### src/rtl/cordic_iter_engine.sv
// Iterative CORDIC core: one micro-rotation per clock on a shared X/Y/Z datapath,
// rotation or vectoring mode, start/busy/done handshake, arctan ROM outside the block.
module cordic_iter_engine #(
    parameter int WIDTH = 16,
    parameter int ITER  = 16,
    parameter int IDX_W = 4
) (
    input  logic             clock,
    input  logic             reset_n,
    input  logic             start,
    input  logic             mode,
    input  logic [WIDTH-1:0] x_in,
    input  logic [WIDTH-1:0] y_in,
    input  logic [WIDTH-1:0] z_in,
    output logic [IDX_W-1:0] atan_idx,
    input  logic [WIDTH-1:0] atan_value,
    output logic             busy,
    output logic             done,
    output logic [WIDTH-1:0] x_out,
    output logic [WIDTH-1:0] y_out,
    output logic [WIDTH-1:0] z_out
);

    typedef enum logic [1:0] {
        S_IDLE,
        S_RUN,
        S_DONE
    } state_t;

    state_t state_q, state_d;

    logic [IDX_W-1:0]        i_q, i_d;
    logic                    mode_q, mode_d;
    logic signed [WIDTH-1:0] x_q, x_d;
    logic signed [WIDTH-1:0] y_q, y_d;
    logic signed [WIDTH-1:0] z_q, z_d;
    logic [WIDTH-1:0]        x_out_q, x_out_d;
    logic [WIDTH-1:0]        y_out_q, y_out_d;
    logic [WIDTH-1:0]        z_out_q, z_out_d;

    // Micro-rotation datapath for the current index.
    logic signed [WIDTH-1:0] x_sh, y_sh;
    logic signed [WIDTH-1:0] x_nxt, y_nxt, z_nxt;
    logic                    dir_pos;
    logic                    last_iter;

    assign x_sh = x_q >>> i_q;
    assign y_sh = y_q >>> i_q;

    // Rotation steers Z toward zero; vectoring steers Y toward zero.
    assign dir_pos = mode_q ? y_q[WIDTH-1] : ~z_q[WIDTH-1];

    assign x_nxt = dir_pos ? (x_q - y_sh) : (x_q + y_sh);
    assign y_nxt = dir_pos ? (y_q + x_sh) : (y_q - x_sh);
    assign z_nxt = dir_pos ? (z_q - $signed(atan_value)) : (z_q + $signed(atan_value));

    assign last_iter = (i_q == IDX_W'(ITER - 1));

    // NOTE: every combinational output is defaulted first so no path can infer a latch.
    always_comb begin
        state_d = state_q;
        i_d     = i_q;
        mode_d  = mode_q;
        x_d     = x_q;
        y_d     = y_q;
        z_d     = z_q;
        x_out_d = x_out_q;
        y_out_d = y_out_q;
        z_out_d = z_out_q;

        unique case (state_q)
            S_IDLE: begin
                if (start) begin
                    mode_d  = mode;
                    x_d     = x_in;
                    y_d     = y_in;
                    z_d     = z_in;
                    i_d     = '0;
                    state_d = S_RUN;
                end
            end
            S_RUN: begin
                x_d = x_nxt;
                y_d = y_nxt;
                z_d = z_nxt;
                if (last_iter) begin
                    // Index returns to zero instead of incrementing past ITER-1.
                    i_d     = '0;
                    x_out_d = x_nxt;
                    y_out_d = y_nxt;
                    z_out_d = z_nxt;
                    state_d = S_DONE;
                end else begin
                    i_d = i_q + IDX_W'(1);
                end
            end
            S_DONE: begin
                state_d = S_IDLE;
            end
            default: begin
                state_d = S_IDLE;
            end
        endcase
    end

    // NOTE: sequential state uses non-blocking assignments only, so all registers
    // update together from values sampled at the same edge.
    always_ff @(posedge clock or negedge reset_n) begin
        if (!reset_n) begin
            state_q <= S_IDLE;
            i_q     <= '0;
            mode_q  <= 1'b0;
            x_q     <= '0;
            y_q     <= '0;
            z_q     <= '0;
            x_out_q <= '0;
            y_out_q <= '0;
            z_out_q <= '0;
        end else begin
            state_q <= state_d;
            i_q     <= i_d;
            mode_q  <= mode_d;
            x_q     <= x_d;
            y_q     <= y_d;
            z_q     <= z_d;
            x_out_q <= x_out_d;
            y_out_q <= y_out_d;
            z_out_q <= z_out_d;
        end
    end

    assign busy     = (state_q != S_IDLE);
    assign done     = (state_q == S_DONE);
    assign atan_idx = i_q;
    assign x_out    = x_out_q;
    assign y_out    = y_out_q;
    assign z_out    = z_out_q;

endmodule

### config.mk
export PLATFORM = sky130hd
export DESIGN_NAME = cordic_iter_engine
export DESIGN_NICKNAME = d
export VERILOG_FILES = /design/src/rtl/cordic_iter_engine.sv
export SDC_FILE = /design/constraint.sdc
export NUM_CORES = 1
export LEC_CHECK = 0
export CAP_MARGIN = 20
export CORE_MARGIN = 4
export CORE_UTILIZATION = 35
export CTS_CLUSTER_SIZE = 24
export DETAILED_ROUTE_END_ITERATION = 10
export PLACE_DENSITY = 0.55
export SYNTH_ARGS = -nofsm -noshare
export SYNTH_HDL_FRONTEND = slang
export SYNTH_SLANG_ARGS = --single-unit
### constraint.sdc
create_clock -name clock -period 4.45 [get_ports clock]
set_input_delay 0.89 -clock clock [delete_from_list [all_inputs] [get_ports clock]]
set_output_delay 0.89 -clock clock [all_outputs]
set_load 0.005 [all_outputs]
# ---- Word-level counts from Yosys, hierarchy flattened
# Index checks and enable logic that the tools add are counted.
dict set report totals {
  register_bits 103
  in_bits 68
  output_inout_bits 54
}
dict set report classes {
  add_sub_neg 7
  n_eq_ne 5
  n_shift 2
  muxes 16
  bitwise 1
  n_reduce_logical 7
}
# op count
set op_table {}
lappend op_table {{16-bit two-way mux} 6}
lappend op_table {{16-bit one-hot mux with 2 select lines} 3}
lappend op_table {{16-bit adder} 3}
lappend op_table {{16-bit subtractor} 3}
lappend op_table {{16-bit by 4-bit >>> shifter with 16-bit output} 2}
lappend op_table {{4-bit two-way mux} 2}
lappend op_table {{4-bit one-hot mux with 2 select lines} 1}
lappend op_table {{2-bit AND reduction} 4}
lappend op_table {{4-bit by 1-bit adder with 4-bit output (second input constant)} 1}
lappend op_table {{4-bit equality test (second input constant)} 1}
lappend op_table {{2-bit two-way mux} 2}
lappend op_table {{2-bit != test (second input constant)} 2}
lappend op_table {{2-bit one-hot mux with 2 select lines} 1}
lappend op_table {{2-bit nonzero test} 2}
lappend op_table {{2-bit by 1-bit equality test with 1-bit output (second input constant)} 1}
lappend op_table {{2-bit equality test (second input constant)} 1}
lappend op_table {{2-bit zero test} 1}
lappend op_table {{1-bit two-way mux} 1}
lappend op_table {{1-bit NOT} 1}

# ---- Longest topological paths before layout
# Gate-level depths: netlist of run 1.
dict set report depth {
  word_depth 4
  mapped_depth 21
  mapped_depth_nobuf 18
}

# ---- Worst setup path after synthesis of run 1
# OpenSTA, ideal clock, no wires.
dict set report synth_timing {
  path_kind {register -> register}
  startpoint {register i_q[0], in the netlist atan_idx[0]}
  endpoint {register y_q[14]}
  t_arrival_ps 4433
  slack_ps -119
  stages_incl_launch_ff 18
  n_path_buf 2
  synth_period_minus_slack_ps 4569
  path_cell_list {dfrtp_1 > buf_6 > mux4_1 > a22oi_1 > and3_1 > clkbuf_1 > ha_1 > nand2_1 > o21ai_0 > fa_1 > a21o_1 > a21oi_1 > o21bai_1 > a221o_1 > a311o_1 > a2111o_1 > a2111oi_0 > nor3_1}
}
dict set report synth_via {
  elab_chain_cells 4
}
# element line_no
set synth_lines {}
lappend synth_lines {{start, declared} 32} ;# logic [IDX_W-1:0] i_q, i_d;
lappend synth_lines {{start signal, assigned} 121} ;# i_q <= i_d;
lappend synth_lines {{16-bit by 4-bit >>> shifter with 16-bit output (*)} 47} ;# assign x_sh = x_q >>> i_q;
lappend synth_lines {{16-bit subtractor or 16-bit adder (tied branches)} 54} ;# assign y_nxt = dir_pos ? (y_q + x_sh) : (y_q - x_sh);
lappend synth_lines {{16-bit two-way mux (*)} 54}
lappend synth_lines {{16-bit one-hot mux with 2 select lines (*)} 71} ;# unique case (state_q)
lappend synth_lines {{end signal, assigned} 124} ;# y_q <= y_d;
lappend synth_lines {{end, declared} 35} ;# logic signed [WIDTH-1:0] y_q, y_d;
# Mark *: on every way between the ends. The rest lies on a longest branch, timed or not.
# A chain may end at the register's enable or synchronous reset.

# ---- Final worst setup path of run 1
dict set report layout_timing {
  startpoint {register i_q[0], in the netlist atan_idx[0]}
  endpoint {register y_out_q[14], in the netlist y_out[14]}
}
dict set report layout_via {
  elab_chain_cells 3
}
# element line_no
set layout_lines {}
lappend layout_lines {{16-bit by 4-bit >>> shifter with 16-bit output} 47}
lappend layout_lines {{16-bit subtractor or 16-bit adder (tied branches)} 54}
lappend layout_lines {{16-bit two-way mux} 54}
lappend layout_lines {{end signal, assigned} 127} ;# y_out_q <= y_out_d;
lappend layout_lines {{end, declared} 38} ;# logic [WIDTH-1:0] y_out_q, y_out_d;
# Several ways; a longest one is shown, not always the timed one.

==> impl_metrics.yaml, run 1 <==
worst_setup_path:
  crit_top_cell: "a2111o_1"
  worst_ep_arrival_time_ns: 4.74
  critPathTopFamily: "compound AO/OA/AOI/OAI gates"
  cp_max_fo: 6
  critPathSlowestCell: "mux4_2"
  crit_required_ns: 4.76
  crit_path_cell_trace: "buf_4 > mux4_2 > mux2i_2 > mux2_4 > ha_1 > nand2_1 > o21ai_2 > fa_2 > a21o_1 > a21oi_2 > o21bai_1 > a221o_1 > a311o_1 > a2111o_1 > a2111o_1 > nand3_1"
  critPathMaxStageDelay_ns: 0.50
  crit_type: "reg -> reg"
  cp-end-kind: "flop"
  worstSetupStartpointType: "flop"
  path_buf_inv: 1
drt:
  top_layer_used: "met5"
  remaining_drc_errors: 0
  firstDrtPassIters: 5
  vias: 8335
  route.met3.wl_mm: 1.78
  routed_wl_mm: 28.9
  met1_length_mm: 13.0
  postRouteAntennaNets: 0
  wl_met2_mm: 13.7
  drt_iter0_markers: 472
  wl_per_cell_um: 18.9
  vias_per_cell: 5.46
synthesis:
  synthArstFlopShare_pct: 100
  ys_ff_latch: 103
  synthCells: 1004
  ys_types: 73
  ys_seq_area_share_pct: 29.1
  synthFlopType: "dfrtp_1"
  synth_edf_count: 0
  syn_area_mm2: 0.00884
  synth_area_per_cell_um2: 8.81
  syn-num-nets: 1127
  ys_warn_count: 0
sta:
  finalSetupViolations: 0
  period_share_pct: 99.6
  hold_viol_final: 0
  slew_headroom_pct: 30.7
  drv_slew: 0
  worst_pin_slew_ns: 1.04
  min_period_ns: 4.43
  clock.fmax_ghz: 0.226
  skew_ns: 0.0106
  rsz0062_at_grt: "true"
finish:
  seq_area_mm2: 0.00258
  final_common_cell: "nand2_1"
  fin_nets: 1321
  final_cell_mix: "nand2_1 (154), clkdlybuf4s50_1 (120), buf_4 (115)"
  fin_area_mm2: 0.0116
  drive_above_1_share_pct: 18.9
  n_fill_cell: 2405
  area_growth_syn_to_layout_pct: 31.3
  finalNonFillerCells: 1527
  n_antenna_cell: 0
  multi_input_area_mm2: 0.00608
floorplanning:
  rows: 57
  die_area_mm2: 0.0279
  coreArea_mm2: 0.0246
  io_pins: 122
  start_util_pct: 35.9
  fp.dieW_um: 167
  die_y_um: 167
placed_design:
  place_congestion: 0.879
  dp_hpwl_mm: 21.8
  port_buffers: 121
  placed_area_mm2: 0.0111
  place_inst: 1501
global_route:
  grt_pass1_wl_mm: 46.1
  track_usage_pct: 20.3
  grt_max_degree: 88
  antenna_found_initial: 1
  grt.overflow.total: 0
  grt_pass1_vias: 8386
run_status:
  status: "finished clean"
clock_tree:
  clock_sinks: 103
  h-tree-depth: 3
  cts_buffers: 9
  clk_transition_reported_paths_ns: 0.09
  root_buffer: "clkbuf_16"
  hold_buffers: 0
  clock_latency_ns: 0.37
  cts_tree: "yes"
  clockBufferDepth: 2
min_path:
  hp-class: "reg -> reg"
job:
  cap_violations: 0
-- tightest hold or removal path, stage by stage (launching register included) --
cell and delay (ns):
dfrtp_1 0.35, nand2_1 0.05, nand2_1 0.05
-- synth_stat cells (3+ instances only) --
cell type / n / area [um^2]
o21bai_1: 5 / 37.5
mux4_2: 20 / 450
o21a_1: 9 / 67.6
buf_1: 8 / 30.0
clkbuf_1: 40 / 150
nand2b_1: 12 / 75.1
dfrtp_1: 103 / 2580
o211ai_1: 5 / 37.5
a21o_1: 11 / 82.6
inv_1: 28 / 105
a31oi_1: 15 / 93.8
and2_1: 9 / 56.3
mux4_1: 10 / 263
xnor2_1: 54 / 473
xor2_1: 23 / 201
and3_1: 7 / 43.8
a211oi_1: 16 / 120
a221o_1: 8 / 80.1
nor2_1: 69 / 259
nor4_1: 6 / 37.5
nand2_1: 155 / 582
nor2b_1: 23 / 144
buf_2: 4 / 20.0
nand3b_1: 4 / 30.0
ha_1: 52 / 651
o31ai_1: 9 / 67.6
mux2i_1: 39 / 390
nor3_1: 17 / 85.1
or3_1: 4 / 25.0
o2111a_1: 3 / 33.8
a2111o_1: 3 / 33.8
a21boi_0: 4 / 30.0
a22oi_1: 8 / 60.1
or2_2: 10 / 62.6
a21oi_1: 62 / 310
fa_1: 3 / 60.1
mux2_2: 13 / 146
o21ai_0: 81 / 405
a41oi_1: 3 / 26.3
o311ai_0: 3 / 26.3
nand3_1: 5 / 25.0
buf_6: 3 / 33.8
-- final timing paths --
check / endpoint / startpoint / slack, ns / cells past startpoint
worst max-delay path: y_out[14]$_DFFE_PN0P_ / atan_idx[0]$_DFFE_PN0P_ / 0.02 / 16
worst min-delay path: x_out[6]$_DFFE_PN0P_ / x_out[6]$_DFFE_PN0P_ / 0.48 / 2
worst max register to register: y_out[14]$_DFFE_PN0P_ / atan_idx[0]$_DFFE_PN0P_ / 0.02 / 16
worst min register to register: x_out[6]$_DFFE_PN0P_ / x_out[6]$_DFFE_PN0P_ / 0.48 / 2
max in group asynchronous: y_out[4]$_DFFE_PN0P_ / reset_n / 2.95 / 2
min in group asynchronous: z_out[1]$_DFFE_PN0P_ / reset_n / 0.61 / 1
-- kinds of logic after synthesis --
family | share of synthesized area, %
mux | 14.1
buf+inv | 4.13
simple gates | 17.1
xor+xnor | 7.63
flops | 29.1
fa+ha+maj | 8.04
compound gates | 19.8
-- through the flow --
stage	setup TNS (ns)	util (%)	setup WS [ns]	hold slack, ns
after floorplan	0	-	0.00288	0.470
after global placement	-0.0863	45.0	-0.0600	0.462
after detailed placement	-0.228	45.0	-0.107	0.466
after CTS	0	46.2	0.0000462	0.484
after global routing	-0.334	47.2	-0.142	0.514
final	0	47.2	0.0199	0.478
-- timing repair --
item                                    CTS  global route
resized for setup                         6            50
endpoints found under the hold margin     0             0
endpoints found under the setup margin    7            24
buffers inserted                          0            10
pin swaps                                 0            19
-- layer usage --
layer  vias to the layer above  GRT usage [%]
met5                         -              0
met4                         2           4.23
met2                       239           33.0
li1                       4011              -
met3                        28           4.29
met1                      4055           28.0
-- registers in the layout, summed over array words and instances, names as in the netlist --
| signal | count |
|---|---|
| z_out | 16 |
| x_q | 16 |
| state_q | 2 |
| x_out | 16 |
| y_q | 16 |
| y_out | 16 |
| atan_idx | 4 |
| mode_q | 1 |
| z_q | 16 |
-- final cells by class --
type,count,area share (%)
multi-input combinational,815,52.4
tap,324,3.49
timing repair buffer,240,18.5
clock inverter,6,0.431
clock buffer,10,2.06
sequential,103,22.2
inverter,29,0.938
Power of run 1 is not shown: default switching activity piles up to over one toggle a cycle in this logic, so the estimate is an artifact.
==> run 2, diff against run 1 <==
Settings changed: ABC_AREA set to 1.
==> impl_metrics.yaml, run 2 <==
synthesis:
  yosysMostFrequentCell: "nand2_1"
  synthArstFlopShare_pct: 100
  ys_types: 50
  synth_common_cells: "nand2_1 (431), nand3_1 (161), dfrtp_1 (103)"
  synthCells: 1304
  yosysTopAreaCell: "dfrtp_1"
  synth_area_per_cell_um2: 6.76
  synthFlopType: "dfrtp_1"
  syn_area_mm2: 0.00882
  ys_seq_area_share_pct: 29.2
  syn-num-nets: 1427
  synth_edf_count: 0
  synth_area_leaders: "dfrtp_1 (29%), nand2_1 (18%), nand3_1 (9.1%)"
  ys_ff_latch: 103
  ys_warn_count: 0
  yosysTopAreaCellShare_pct: 29.2
clock_tree:
  clk_transition_reported_paths_ns: 0.08
  h-tree-depth: 3
  clock_sinks: 103
  cts_resized: 0
  cts_tree: "yes"
  clockBufferDepth: 2
  postCtsSetupBuffers: 0
  root_buffer: "clkbuf_16"
  clock_latency_ns: 0.37
  cts_buffers: 9
  hold_buffers: 0
sta:
  slew_headroom_pct: 32.6
  fin_tns_setup_ns: 0
  setup_slack_ns: 0.358
  worst_pin_slew_ns: 1.01
  period_share_pct: 92.0
  hold_viol_final: 0
  drv_slew: 0
  finalSetupViolations: 0
  min_period_ns: 4.09
  rsz0062_at_grt: "false"
  skew_ns: 0.0145
  clock.fmax_ghz: 0.244
drt:
  wl_per_cell_um: 16.7
  postRouteAntennaNets: 0
  routed_wl_mm: 28.8
  drt_iter0_markers: 697
  remaining_drc_errors: 0
  vias_per_cell: 5.14
  firstDrtPassIters: 5
  vias: 8878
worst_setup_path:
  crit_type: "reg -> reg"
  reg2regPathDepth: 21
  regToRegSetupSlack_ns: 0.36
  crit_required_ns: 4.74
  cp_max_fo: 30
  r2r_end: "y_q[12]$_DFFE_PN0P_"
  cp-end-kind: "flop"
  endpoint: "y_q[12]$_DFFE_PN0P_"
  startpoint: "atan_idx[0]$_DFFE_PN0P_"
  worst_ep_arrival_time_ns: 4.38
  r2r_start: "atan_idx[0]$_DFFE_PN0P_"
  worstSetupStartpointType: "flop"
finish:
  drive_above_1_share_pct: 6.63
  fin_area_mm2: 0.0107
  n_antenna_cell: 0
  final_cell_mix: "nand2_1 (431), nand3_1 (161), clkdlybuf4s50_1 (120)"
  n_fill_cell: 2594
  finalNonFillerCells: 1727
  fin_nets: 1521
  final_common_cell: "nand2_1"
  area_growth_syn_to_layout_pct: 21.1
global_route:
  grt_max_degree: 57
  grt_pass1_wl_mm: 46.3
  antenna_found_initial: 1
  grt_pass1_vias: 8678
  grt.overflow.total: 0
  track_usage_pct: 20.3
placed_design:
  port_buffers: 121
  dp_worst_setup_slack_ns: 0.311
  place_inst: 1711
  place_congestion: 0.895
  dp_hpwl_mm: 22.1
  placed_area_mm2: 0.0104
floorplanning:
  fp.dieW_um: 167
  io_pins: 122
  rows: 57
  coreArea_mm2: 0.0245
  die_area_mm2: 0.0278
  start_util_pct: 36.0
  die_y_um: 167
min_path:
  min-delay-start: "x_out[2]$_DFFE_PN0P_"
  hp-class: "reg -> reg"
  hold_path_depth: 2
run_status:
  status: "finished clean"
job:
  cap_violations: 0
[run 2: worst min-delay path by stage]
stage	end
floorplan	z_q[2]$_DFFE_PN0P_
global placement	x_out[1]$_DFFE_PN0P_
detailed placement	x_out[1]$_DFFE_PN0P_
CTS	x_out[1]$_DFFE_PN0P_
global route	x_out[14]$_DFFE_PN0P_
finish	x_out[2]$_DFFE_PN0P_
[run 2: area by class of cell]
class                           instances  area [um^2]  share of cell area (%)
Clock buffer                            9          225                    2.11
Clock inverter                          7         95.1                   0.890
Inverter                               88          333                    3.12
Multi-Input combinational cell       1051         5620                    52.6
Sequential cell                       103         2580                    24.1
Tap cell                              324          405                    3.80
Timing Repair Buffer                  145         1430                    13.4
[run 2: per-stage QoR]
stage          util [%]  hold WS [ns]
3_3_place_gp       42.2         0.457
4_1_cts            43.5         0.483
2_1_floorplan         -         0.459
5_1_grt            43.5         0.502
3_5_place_dp       42.2         0.462
6_report           43.5         0.478
[run 2: per-layer routing]
metal	vias up	GRT usage, %	part of all wire [%]
met4	2	4.91	1.4
met1	4159	28.1	47
li1	4472	-	-
met5	-	0	0.042
met2	215	34.2	48
met3	30	2.30	4.0
[run 2: critical path, stage by stage, from the launching register on]
cell	delay (ns)
dfrtp_1	0.44
inv_4	0.28
nand2_1	0.12
nand3_1	0.12
nand3_1	0.08
nand2_1	0.08
nand2_1	0.05
nand2_1	0.14
inv_1	0.06
ha_1	0.26
nand2_1	0.06
o21ai_0	0.16
fa_1	0.48
nand3_1	0.09
nand3_1	0.11
a21oi_1	0.30
o21ai_0	0.19
a21boi_0	0.41
o21ai_0	0.18
xor2_1	0.20
nor2_1	0.05
o21ai_0	0.14
[run 2: cell families after synthesis]
group / Yosys count / synth area share [%]
AO/OA/AOI/OAI: 197 / 12.9
XOR/XNOR: 76 / 7.55
adder cells (fa/ha/maj): 55 / 8.06
buffers and inverters: 150 / 7.16
flip-flops: 103 / 29.2
multiplexers: 1 / 0.128
AND/OR/NAND/NOR: 722 / 35.0
Power of run 2 is left out for the same reason.
